[src/rtl/mask_scan_streamer.sv]
// Raster-scans a 1-bit detection mask in frame BRAM and streams (x,y) of every set pixel,
// then strobes tabulate_out once per frame with the frame's set-pixel count.
module mask_scan_streamer #(
  parameter int WIDTH        = 1024,
  parameter int HEIGHT       = 768,
  parameter int READ_LATENCY = 2,
  localparam int ADDR_W      = $clog2(WIDTH * HEIGHT)
) (
  input  logic              clk_in,
  input  logic              rst_n_in,
  input  logic              start_in,
  output logic [ADDR_W-1:0] mem_addr_out,
  input  logic              mem_data_in,
  output logic [10:0]       x_out,
  output logic [9:0]        y_out,
  output logic              valid_out,
  output logic              tabulate_out,
  output logic              busy_out,
  output logic [ADDR_W:0]   pixel_count_out
);

  localparam int DRAIN_W = $clog2(READ_LATENCY + 2);
  localparam logic [ADDR_W-1:0]  LAST_ADDR = ADDR_W'(WIDTH * HEIGHT - 1);
  localparam logic [10:0]        LAST_X    = 11'(WIDTH - 1);
  localparam logic [DRAIN_W-1:0] DRAIN_END = DRAIN_W'(READ_LATENCY);

  typedef enum logic [1:0] {IDLE, SCAN, DRAIN, TAB} state_t;

  state_t              state_reg;
  logic [ADDR_W-1:0]   addr_reg;
  logic [10:0]         x_reg;
  logic [9:0]          y_reg;
  logic [DRAIN_W-1:0]  drain_reg;
  logic [ADDR_W:0]     count_reg;

  // Tag pipeline: stage i holds the coordinates of the address issued i+1 cycles ago,
  // so the last stage lines up with mem_data_in.
  logic [10:0] tag_x_reg    [READ_LATENCY];
  logic [9:0]  tag_y_reg    [READ_LATENCY];
  logic        tag_live_reg [READ_LATENCY];

  logic hit_next;
  assign hit_next = tag_live_reg[READ_LATENCY-1] & mem_data_in;

  always_ff @(posedge clk_in or negedge rst_n_in) begin
    if (!rst_n_in) begin
      for (int i = 0; i < READ_LATENCY; i++) begin
        tag_x_reg[i]    <= '0;
        tag_y_reg[i]    <= '0;
        tag_live_reg[i] <= 1'b0;
      end
    end else begin
      tag_x_reg[0]    <= x_reg;
      tag_y_reg[0]    <= y_reg;
      tag_live_reg[0] <= (state_reg == SCAN);
      for (int i = 1; i < READ_LATENCY; i++) begin
        tag_x_reg[i]    <= tag_x_reg[i-1];
        tag_y_reg[i]    <= tag_y_reg[i-1];
        tag_live_reg[i] <= tag_live_reg[i-1];
      end
    end
  end

  always_ff @(posedge clk_in or negedge rst_n_in) begin
    if (!rst_n_in) begin
      state_reg       <= IDLE;
      addr_reg        <= '0;
      x_reg           <= '0;
      y_reg           <= '0;
      drain_reg       <= '0;
      count_reg       <= '0;
      x_out           <= '0;
      y_out           <= '0;
      valid_out       <= 1'b0;
      tabulate_out    <= 1'b0;
      busy_out        <= 1'b0;
      pixel_count_out <= '0;
    end else begin
      valid_out <= hit_next;
      if (hit_next) begin
        x_out     <= tag_x_reg[READ_LATENCY-1];
        y_out     <= tag_y_reg[READ_LATENCY-1];
        count_reg <= count_reg + (ADDR_W+1)'(1);
      end

      case (state_reg)
        IDLE: begin
          tabulate_out <= 1'b0;
          if (start_in) begin
            state_reg <= SCAN;
            busy_out  <= 1'b1;
            addr_reg  <= '0;
            x_reg     <= '0;
            y_reg     <= '0;
          end
        end
        SCAN: begin
          if (addr_reg == LAST_ADDR) begin
            state_reg <= DRAIN;
            drain_reg <= '0;
            addr_reg  <= '0;
            x_reg     <= '0;
            y_reg     <= '0;
          end else begin
            addr_reg <= addr_reg + ADDR_W'(1);
            if (x_reg == LAST_X) begin
              x_reg <= '0;
              y_reg <= y_reg + 10'd1;
            end else begin
              x_reg <= x_reg + 11'd1;
            end
          end
        end
        DRAIN: begin
          // One extra cycle beyond the flush lets the final registered hit land in count_reg.
          if (drain_reg == DRAIN_END) begin
            state_reg       <= TAB;
            tabulate_out    <= 1'b1;
            pixel_count_out <= count_reg;
            count_reg       <= '0;
          end else begin
            drain_reg <= drain_reg + DRAIN_W'(1);
          end
        end
        TAB: begin
          state_reg    <= IDLE;
          tabulate_out <= 1'b0;
          busy_out     <= 1'b0;
        end
        default: state_reg <= IDLE;
      endcase
    end
  end

  assign mem_addr_out = addr_reg;

endmodule

[config.mk]
export PLATFORM = sky130hd
export DESIGN_NAME = mask_scan_streamer
export DESIGN_NICKNAME = d
export VERILOG_FILES = /design/src/rtl/mask_scan_streamer.sv
export SDC_FILE = /design/constraint.sdc
export NUM_CORES = 1
export LEC_CHECK = 0
export ABC_AREA = 1
export CORE_MARGIN = 2
export CORE_UTILIZATION = 56
export CTS_CLUSTER_SIZE = 40
export DETAILED_ROUTE_END_ITERATION = 8
export HOLD_SLACK_MARGIN = 0.08
export PLACE_DENSITY = 0.87
export SYNTH_ARGS = -nofsm -noshare
export SYNTH_HDL_FRONTEND = slang
export SYNTH_SLANG_ARGS = --single-unit
[constraint.sdc]
create_clock -name clk_in -period 1.8 [get_ports clk_in]
set_input_delay 0.27 -clock clk_in [delete_from_list [all_inputs] [get_ports clk_in]]
set_output_delay 0.27 -clock clk_in [all_outputs]
set_load 0.01 [all_outputs]
## After elaboration in Yosys (flattened, before gate mapping)

Cells that the tools add are included.

- Bits in registers: 155
- Input port bits: 4

- $add $sub $neg: 5
- Equal/unequal tests: 11
- Multiplexer cells: 25
- Bitwise logic cells: 1
- Reductions and logical operators: 13

Operators with widths:

| operator | number |
|---|---|
| $mux W21 | 3 |
| $mux W20 | 2 |
| $pmux W20 S2 | 1 |
| $mux W11 | 3 |
| $mux W10 | 3 |
| $pmux W11 S2 | 1 |
| $add A21 B1 Y21 const B | 1 |
| $add A20 B1 Y20 const B | 1 |
| $eq A20 B20 Y1 const B | 1 |
| $pmux W10 S2 | 1 |
| $add A11 B1 Y11 const B | 1 |
| $eq A11 B10 Y1 const B | 1 |
| $add A10 B1 Y10 const B | 1 |
| $mux W2 | 5 |
| $reduce_and A3 Y1 | 3 |
| $pmux W2 S4 | 1 |
| $reduce_and A2 Y1 | 4 |
| $reduce_bool A2 Y1 | 4 |
| $eq A2 B2 Y1 const B | 3 |
| $ne A2 B2 Y1 const B | 3 |
| $pmux W1 S2 | 2 |
| $pmux W2 S2 | 1 |
| $ne A3 B1 Y1 const B | 1 |
| $add A2 B1 Y2 const B | 1 |
| other kinds (6) | 7 |

## Logic depth before layout (Yosys ltp)

Gate-level depths: netlist of the first run.

- Depth in word-level cells: 4
- Mapped depth: 12
- Gate-level depth less buffers: 12

## Least setup slack after synthesis of the first run

Ideal clock, no wire load.

- Kind: register -> register
- Start: register state_reg[1]
- End: register addr_reg[6] (netlist: mem_addr_out[6])
- Setup time: 0.119 ns
- Arrival time: 1.535 ns
- Required time: 1.681 ns
- Path slack: 0.146 ns
- Stages on the path, launching flop included: 12
- Period minus slack after synthesis: 1.654 ns
- Cells stage by stage: dfrtp_1 -> inv_1 -> ha_1 -> nand2_2 -> nand2_4 -> nand2_2 -> nor2_2 -> inv_1 -> nor2_2 -> inv_1 -> o21ai_1 -> nor2_1

- Longest elaborated chain between the ends: 3
- Elaborated cells on any way between the ends: 6
- Those cells by class: eq/ne (2); mux (1); reduce/logical (3)

Ends and longest elaborated chain:

| item | RTL line | text |
|---|---|---|
| start: declaration | 29 | `state_t state_reg;` |
| start signal: assignment | 66 | `state_reg <= IDLE;` |
| start signal: assignment | 90 | `state_reg <= SCAN;` |
| start signal: assignment | 99 | `state_reg <= DRAIN;` |
| $eq A2 B1 Y1 or $logic_not A2 Y1 (tied branches) | 86 | `case (state_reg)` |
| $reduce_bool A2 Y1 (no source line) or $ne A2 B2 Y1 (tied branches) | - |  |
| $reduce_and A2 Y1 (no source line) | - |  |
| end signal: assignment | 105 | `addr_reg <= addr_reg + ADDR_W'(1);` |
| end: declaration | 30 | `logic [ADDR_W-1:0] addr_reg;` |

Parallel ways exist; a longest one is shown, timed or not.
A chain may end at the register's enable or synchronous reset.

## Worst setup path in the final report of the first run

- Start: register addr_reg[7] (netlist: mem_addr_out[7])
- End: output mem_addr_out[7]

RTL lines:

| item | RTL line | text |
|---|---|---|
| end: declaration | 12 | `output logic [ADDR_W-1:0] mem_addr_out,` |

No word-level cell between the ends.

==> results of run 1 <==
-- cell usage in the layout, fill, tap and decap left out, drive strengths merged, types with 13 or more instances in the layout --
cell type	netlist	routed
nand3	27	27
clkbuf	8	25
o21ai	49	49
nor3	13	13
a21oi	17	17
nand4	15	15
xor2	17	17
buf	7	23
dfrtp	155	155
inv	70	70
nor2	83	83
nand2	222	222
clkdlybuf4s50	0	67
-- metal layers --
layer | global-route usage, % | wire (µm) | vias to the layer above
met1 | 31.3 | 5970 | 2515
li1 | - | - | 2408
met3 | 5.61 | 945 | 34
met2 | 41.3 | 7530 | 243
met5 | 0 | 0 | -
met4 | 10.3 | 255 | 0
-- cells by family after synthesis --
| logic type | Yosys count | synth area share [%] |
|---|---|---|
| AND/OR/NAND/NOR | 365 | 24.9 |
| XOR/XNOR | 19 | 2.55 |
| AO/OA/AOI/OAI | 70 | 5.58 |
| buffers and inverters | 87 | 5.70 |
| adder cells (fa/ha/maj) | 9 | 1.73 |
| flip-flops | 155 | 59.5 |
-- per-stage QoR --
stage               total power [W]  instance area (µm²)  utilization (%)  hold slack (ns)  setup slack (ns)
finish                      0.00998                 8120             71.4            0.303            0.0448
global route                 0.0104                 8120             71.4            0.323           -0.0101
CTS                         0.00982                 8040             70.7            0.301           0.00900
detailed placement          0.00636                 7470             65.7            0.183           -0.0185
global placement            0.00620                 7470             65.7            0.183            0.0704
floorplan                   0.00550                 6520                -          -0.0256             0.146
-- cell type report --
cell class              count  share of cell area, %
clock inverters             7                   1.11
clock buffers              25                   5.86
inverters                  72                   3.34
well taps                 143                   2.20
repair buffers             91                   11.2
multi-input cells         463                   28.5
flip-flops and latches    155                   47.8
-- power groups by stage --
stage	Sequential, W	Clock, W	Combinational (W)
2_1_floorplan	0.00419	0	0.00131
3_3_place_gp	0.00415	0	0.00205
3_5_place_dp	0.00417	0	0.00218
4_1_cts	0.00412	0.00347	0.00223
5_1_grt	0.00417	0.00364	0.00264
6_report	0.00413	0.00343	0.00241
-- critical path, cell delays in order, from the launching register on --
cell,delay [ns]
dfrtp_1,0.37
buf_4,0.16
clkdlybuf4s50_1,0.54
-- cells in the mapped netlist, types with 2 or more instances --
cell and count:
nand3_1 23, buf_6 2, nand2_2 5, clkbuf_1 8, a21oi_1 17, a31oi_1 2
nand3_4 3, nor2_2 7, xor2_1 17, nand3b_1 2, o21ai_0 42, nand2_1 213
inv_2 3, nor3_1 10, nor2_4 4, dfrtp_1 155, nor3_2 3, nor2_1 72
o21ai_1 6, buf_1 2, xnor2_1 2, ha_1 9, nand4_1 14, inv_1 67
nand2_4 4
-- worst min path at each step --
| stage | startpoint | to | slack, ns |
|---|---|---|---|
| floorplan | rst_n_in | busy_out$_DFFE_PN0P_ | -0.03 |
| global placement | rst_n_in | tag_x_reg[13]$_DFF_PN0_ | 0.18 |
| detailed placement | rst_n_in | mem_addr_out[5]$_DFFE_PN0P_ | 0.18 |
| CTS | rst_n_in | mem_addr_out[5]$_DFFE_PN0P_ | 0.30 |
| global route | rst_n_in | mem_addr_out[8]$_DFFE_PN0P_ | 0.32 |
| finish | rst_n_in | mem_addr_out[5]$_DFFE_PN0P_ | 0.30 |
-- timing repair --
action,4_1_cts,5_1_grt
buffers inserted,0,4
setup endpoints to repair,1,33
resized for setup,1,13
hold endpoints to repair,30,0
hold buffers,1,0
pin swaps,0,2
==> flow_summary.json, run 1 <==
{
  "outcome": "completed",
  "htree_levels": 4,
  "synth-edff-count": 0,
  "async_flop_share_pct": 100,
  "yosys-top-cells-area": "dfrtp_1 (59%), nand2_1 (12%), nor2_1 (4.1%)",
  "startpoint_type": "register",
  "maxSlewViolCount": 0,
  "r2r_setup_slack_ns": 0.08,
  "seq_power_share_pct": 41.4,
  "hold_viol": 0,
  "ir_worst_vdd_uv": 699,
  "multi_input_area_um2": 2320,
  "clock_sinks": 155,
  "drc": 0,
  "p_leak_nw": 3.96,
  "cts_buffers": 17,
  "syn_to_final_growth_pct": 24.5,
  "clock-root-buffer": "clkbuf_16",
  "drv_cap": 0,
  "powerDensity_nw_per_um2": 1230,
  "gp_congestion": 0.884,
  "final_layout_size_suffix_gt1_share_pct": 11.3,
  "crit_type": "register to primary output",
  "antenna_found_initial": 0,
  "dieArea_um2": 12500,
  "ff_latch_area_um2": 3880,
  "grt_pass1_wl_mm": 24.6,
  "worst_pin_slew_ns": 0.413,
  "cp.arrival_ns": 1.49,
  "r2r_start": "state_reg[0]$_DFFE_PN0P_",
  "num-fill-cells": 788,
  "via_count": 5200,
  "crit_end": "mem_addr_out[7]",
  "cp_data_required_time_ns": 1.53,
  "stdcell_count": 956,
  "ys_seq_area_share_pct": 59.5,
  "r2r_cells": 10,
  "n_antenna_cell": 0,
  "switching_share_pct": 30.4,
  "rows": 39,
  "synth_flop_cell": "dfrtp_1",
  "grt_pass1_vias": 5256,
  "start_util_pct": 57.3,
  "cts_tree": "yes",
  "synth_area_um2": 6520,
  "drt_first_iter_violations": 431,
  "grt_overflow": 0,
  "path_clk_slew_ns": 0.06,
  "layout.nets": 813,
  "wire_per_inst_um": 15.4,
  "core_area_um2": 11400,
  "synth-seq-cells": 155,
  "syn_nets": 718,
  "ant_nets": 0,
  "yosysTopAreaCell": "dfrtp_1",
  "track_usage_pct": 24.7,
  "grt_max_degree": 58,
  "synth.distinct_cells": 38,
  "cp-startpoint": "mem_addr_out[7]$_DFFE_PN0P_",
  "clk_latency_ns": 0.42,
  "power_frac_clock_pct": 34.4,
  "placedCellCount": 919,
  "boundaryPins": 69,
  "numPortBuffers": 68,
  "worstPathMaxFanout": 5,
  "firstDrtPassIters": 6,
  "min_path_type": "input pin to asynchronous set/reset pin",
  "setup_viol": 0,
  "postSynthCellCount": 705,
  "max_freq_ghz": 0.570,
  "slew_headroom_pct": 72.4,
  "largest_reg_flops": 22,
  "wl_mm": 14.7,
  "setup_total_negative_slack_ns": 0,
  "syn_area_per_cell_um2": 9.25,
  "yosys_warnings": 0,
  "viasPerCell": 5.44,
  "dp.final_hpwl_mm": 9.29,
  "fp.dieH_um": 112,
  "p_sw_w": 0.00303,
  "intPower_w": 0.00695,
  "setup.worst_path.end_class": "primary output",
  "power.share.combinational_pct": 24.2,
  "reg2reg_to": "x_reg[5]$_DFFE_PN0P_",
  "cts_max_path_buffers": 2,
  "fp.dieW_um": 112,
  "fin_worst_skew_ns": 0.00675,
  "fin_crit_ns": 1.76,
  "synth_top_area_share_pct": 59.5,
  "final.period_utilization_pct": 97.5
}
Power figures use the tool's default switching activity.
==> run 2, diff against run 1 <==
Settings changed: CAP_MARGIN set to 0, CORE_UTILIZATION 56 to 55, PLACE_DENSITY 0.87 to 0.86.
==> flow_summary.json, run 2 (synthesis results as in run 1) <==
{
  "outcome": "finished, violations left",
  "violations": "design-rule violations",
  "cp.arrival_ns": 1.51,
  "fp.dieH_um": 113,
  "drv_cap": 0,
  "antenna_found_initial": 0,
  "boundaryPins": 69,
  "place_ws_ns": -0.0493,
  "setup.worst_path.end_class": "primary output",
  "max_freq_ghz": 0.561,
  "hold_viol": 0,
  "viasPerCell": 5.48,
  "cts_tree": "yes",
  "powerDensity_nw_per_um2": 1250,
  "setup_total_negative_slack_ns": 0,
  "fin_crit_ns": 1.78,
  "p_leak_nw": 4.02,
  "postLayoutCellArea_um2": 8180,
  "grt_max_degree": 58,
  "layout.nets": 817,
  "largest_reg_flops": 22,
  "cts_buffers": 17,
  "wl_mm": 15.3,
  "setup_viol": 0,
  "startpoint_type": "register",
  "rows": 39,
  "worstPathMaxFanout": 3,
  "via_count": 5258,
  "crit_type": "register to primary output",
  "wire_per_inst_um": 15.9,
  "r2r_setup_slack_ns": 0.04,
  "worst_pin_slew_ns": 0.386,
  "core_area_um2": 11500,
  "n_antenna_cell": 0,
  "dieArea_um2": 12700,
  "drt_first_iter_violations": 466,
  "final_layout_size_suffix_gt1_share_pct": 13.0,
  "syn_to_final_growth_pct": 25.5,
  "firstDrtPassIters": 7,
  "mostFrequentLayoutCell": "nand2_1",
  "reg2reg_to": "mem_addr_out[2]$_DFFE_PN0P_",
  "fp.dieW_um": 113,
  "start_util_pct": 56.6,
  "drc": 4,
  "gp_congestion": 0.876,
  "slew_headroom_pct": 74.3,
  "ant_nets": 0,
  "cp_data_required_time_ns": 1.53,
  "clock_sinks": 155,
  "numPortBuffers": 68,
  "path_clk_slew_ns": 0.06,
  "fin_worst_skew_ns": 0.00932,
  "grt_pass1_wl_mm": 25.0,
  "grt_overflow": 0,
  "layout_common_cells": "nand2_1 (212), dfrtp_1 (153), nor2_1 (68)",
  "grt_pass1_vias": 5189,
  "clock-root-buffer": "clkbuf_16",
  "r2r_cells": 9,
  "cts_max_path_buffers": 2,
  "min_path_type": "input pin to asynchronous set/reset pin",
  "track_usage_pct": 24.8,
  "final.period_utilization_pct": 99.0,
  "dp.final_hpwl_mm": 9.58,
  "setup_slack_ns": 0.0173,
  "ir_worst_vdd_uv": 548,
  "maxSlewViolCount": 0,
  "clk_latency_ns": 0.43,
  "htree_levels": 4,
  "post_dp_cell_area_um2": 7460,
  "r2r_start": "mem_addr_out[0]$_DFFE_PN0P_"
}
-- run 2: cell types whose count changed in the layout (fill, tap and decap cells not counted), sizes merged --
cell	delta
buf	+3
nand2	+1
inv	+9
dlymetal6s2s	+1
bufinv	-1
clkdlybuf4s50	-1
clkbuf	-8
-- run 2: worst max-delay path: stages (launching register included) --
cell             delay, ns
dfrtp_1               0.39
buf_4                 0.16
clkdlybuf4s50_1       0.53
-- run 2: power by group --
| group | internal (W) | switching (W) | total [W] |
|---|---|---|---|
| logic | 0.00101 | 0.00156 | 0.00257 |
| clock network | 0.00195 | 0.00156 | 0.00351 |
| registers | 0.00387 | 0.000283 | 0.00415 |
-- run 2: area by class of cell --
type                       count  area [µm²]
sequential                   155        3880
clock buffer                  17         425
tap                          143         179
inverter                      72         272
timing repair buffer          94         923
fill                         766        3340
multi-input combinational    464        2350
clock inverter                15         154
-- run 2: through the flow --
step	hold WS (ns)	std cells	util, %	total power [W]
6_report	0.321	960	71.0	0.0102
5_1_grt	0.344	960	71.0	0.0106
4_1_cts	0.321	953	69.9	0.00988
3_5_place_dp	0.205	920	64.8	0.00633
3_3_place_gp	0.198	920	64.8	0.00617
2_1_floorplan	-0.0256	705	-	0.00550
-- run 2: timing repair --
item                                    4_1_cts  5_1_grt
endpoints found under the hold margin        36        0
hold buffers                                  1        0
endpoints found under the setup margin        0       30
setup buffers                                 0        6
gates resized for setup                       0       20
-- run 2: routing by layer --
layer | GRT usage [%] | part of all wire [%] | vias to the layer above
met5 | 0 | 0 | -
met4 | 9.02 | 2.9 | 0
met3 | 7.02 | 5.9 | 44
met2 | 41.8 | 52 | 211
met1 | 31.1 | 39 | 2581
li1 | - | - | 2422
-- run 2: worst max-delay path by stage --
stage                                      startpoint                           to
final                     mem_addr_out[1]$_DFFE_PN0P_              mem_addr_out[1]
after global routing           count_reg[1]$_DFF_PN0_      count_reg[16]$_DFF_PN0_
after CTS                    state_reg[0]$_DFFE_PN0P_         x_reg[9]$_DFFE_PN0P_
after detailed placement                  mem_data_in      count_reg[13]$_DFF_PN0_
after global placement                    mem_data_in      count_reg[13]$_DFF_PN0_
after floorplan              state_reg[1]$_DFFE_PN0P_  mem_addr_out[6]$_DFFE_PN0P_
==> run 3, diff against run 2 <==
==> constraint.sdc (replaced) <==
create_clock -name clk_in -period 1.8 [get_ports clk_in]
set_input_delay 0.45 -clock clk_in [delete_from_list [all_inputs] [get_ports clk_in]]
set_output_delay 0.45 -clock clk_in [all_outputs]
set_load 0.01 [all_outputs]
==> flow_summary.json, run 3 (synthesis results as in run 1) <==
{
  "r2r_setup_slack_ns": 0.10,
  "holdPathEnd": "tag_x_reg[7]$_DFF_PN0_",
  "critPathTopFamily": "buffers and inverters",
  "grt_pass1_vias": 5292,
  "track_usage_pct": 24.9,
  "layout_common_cells": "nand2_1 (213), dfrtp_1 (152), nor2_1 (70)",
  "fin_crit_ns": 1.80,
  "layout.nets": 826,
  "seq_power_share_pct": 40.0,
  "drv_cap": 0,
  "dp.final_hpwl_mm": 9.37,
  "cts_buffers": 17,
  "numPortBuffers": 68,
  "path_cells": "clkdlybuf4s50_1 > nand2_1 > inv_2 > nand4_1 > inv_2 > nand2_1 > o21ai_0 > a21oi_1",
  "dieArea_um2": 12700,
  "worst_pin_slew_ns": 0.482,
  "setup.worst_path.end_class": "register",
  "grt_pass1_wl_mm": 25.1,
  "min_path_type": "register to register",
  "rows": 39,
  "n_antenna_cell": 0,
  "final_layout_size_suffix_gt1_share_pct": 13.7,
  "hold_viol": 0,
  "power_frac_clock_pct": 36.9,
  "intPower_w": 0.00723,
  "cts_tree": "yes",
  "gp_congestion": 0.899,
  "outcome": "finished, violations left",
  "cts_max_path_buffers": 2,
  "setup_slack_ns": -0.00196,
  "power.share.combinational_pct": 23.1,
  "cpMaxStageDelayCell": "clkdlybuf4s50_1",
  "boundaryPins": 69,
  "clock-root-buffer": "clkbuf_16",
  "htree_levels": 4,
  "cp_data_required_time_ns": 2.10,
  "start_util_pct": 56.6,
  "violations": "design-rule violations, negative setup slack",
  "ant_nets": 0,
  "firstDrtPassIters": 8,
  "r2r_start": "mem_addr_out[0]$_DFFE_PN0P_",
  "fp.dieH_um": 113,
  "syn_to_final_growth_pct": 27.4,
  "setup_viol": 1,
  "placedCellCount": 924,
  "fin_worst_skew_ns": 0.00921,
  "max_freq_ghz": 0.555,
  "maxSlewViolCount": 0,
  "timing.hold.ws_ns": 0.345,
  "slew_headroom_pct": 67.9,
  "ir_worst_vdd_uv": 711,
  "mostFrequentLayoutCell": "nand2_1",
  "p_leak_nw": 4.41,
  "min_from": "tag_x_reg[18]$_DFF_PN0_",
  "cp.arrival_ns": 2.10,
  "stdcell_count": 969,
  "hold_depth": 0,
  "final.period_utilization_pct": 100,
  "clk_latency_ns": 0.42,
  "via_count": 5247,
  "fp.dieW_um": 113,
  "reg2reg_to": "mem_addr_out[2]$_DFFE_PN0P_",
  "drt_first_iter_violations": 486,
  "max_stage_delay_ns": 0.48,
  "r2r_cells": 9,
  "crit_type": "input pin to register",
  "clock_sinks": 155,
  "grt_max_degree": 58,
  "worstPathMaxFanout": 5,
  "powerDensity_nw_per_um2": 1240,
  "viasPerCell": 5.41,
  "rsz0062_at_grt": "true",
  "wire_per_inst_um": 15.4,
  "largest_reg_flops": 22,
  "finalPower_w": 0.0103,
  "path_clk_slew_ns": 0.07,
  "switching_share_pct": 30.0,
  "p_sw_w": 0.00309,
  "drc": 4,
  "antenna_found_initial": 0,
  "grt_overflow": 0,
  "wl_mm": 15.0,
  "startpoint_type": "input pin",
  "critPathBufInv": 3,
  "core_area_um2": 11500
}
[run 3: cell count changes in the layout (fill, tap and decap cells not counted), moves of 4 or more]
| cell | before | now |
|---|---|---|
| nor2_2 | 10 | 5 |
| inv_6 | 6 | 2 |
| buf_4 | 21 | 31 |
| dlygate4sd2_1 | 0 | 15 |
| clkdlybuf4s50_1 | 66 | 36 |
| dlymetal6s2s_1 | 1 | 16 |
[run 3: layer usage]
metal | global-route usage [%] | routed length, µm | vias to the layer above
met2 | 41.7 | 7520 | 229
met1 | 31.0 | 5970 | 2520
met5 | 0 | 0 | -
met3 | 6.86 | 970 | 55
met4 | 9.76 | 500 | 0
li1 | - | - | 2443
[run 3: area by class of cell]
| class | instances | area [µm²] |
|---|---|---|
| Clock buffer | 19 | 453 |
| Clock inverter | 13 | 189 |
| Fill cell | 746 | 3210 |
| Inverter | 72 | 272 |
| Multi-Input combinational cell | 463 | 2300 |
| Sequential cell | 155 | 3880 |
| Tap cell | 143 | 179 |
| Timing Repair Buffer | 104 | 1030 |
[run 3: metrics by stage]
stage / cell area [µm²] / utilization (%) / TNS (ns) / setup WS (ns)
5_1_grt: 8300 / 72.1 / -0.127 / -0.0803
6_report: 8300 / 72.1 / -0.00196 / -0.00196
3_3_place_gp: 7500 / 65.2 / -0.872 / -0.135
2_1_floorplan: 6520 / - / 0 / 0.146
3_5_place_dp: 7500 / 65.2 / -2.32 / -0.219
4_1_cts: 8190 / 71.1 / 0 / 0.000553
[run 3: what timing repair did]
action	4_1_cts	5_1_grt
pin swaps	0	1
setup buffers	7	5
gates cloned	0	0
hold endpoints to repair	46	0
hold buffers	1	0
resized for setup	18	27
setup endpoints to repair	21	41
[run 3: worst max-delay path by stage]
stage                                  start                           to  slack, ns  cells after the start
finish                           mem_data_in      count_reg[17]$_DFF_PN0_     -0.002                      8
global route                     mem_data_in      count_reg[17]$_DFF_PN0_      -0.08                      8
CTS                     busy_out$_DFFE_PN0P_                     busy_out     0.0006                      1
detailed placement               mem_data_in      count_reg[19]$_DFF_PN0_      -0.22                      9
global placement                 mem_data_in      count_reg[13]$_DFF_PN0_      -0.14                      8
floorplan           state_reg[1]$_DFFE_PN0P_  mem_addr_out[6]$_DFFE_PN0P_       0.15                     11
[run 3: power by group through the flow]
stage	sequential (W)	clock [W]	combinational [W]
after global routing	0.00417	0.00400	0.00264
after global placement	0.00414	0	0.00212
after CTS	0.00413	0.00384	0.00227
after floorplan	0.00419	0	0.00131
after detailed placement	0.00418	0	0.00222
final	0.00413	0.00381	0.00238
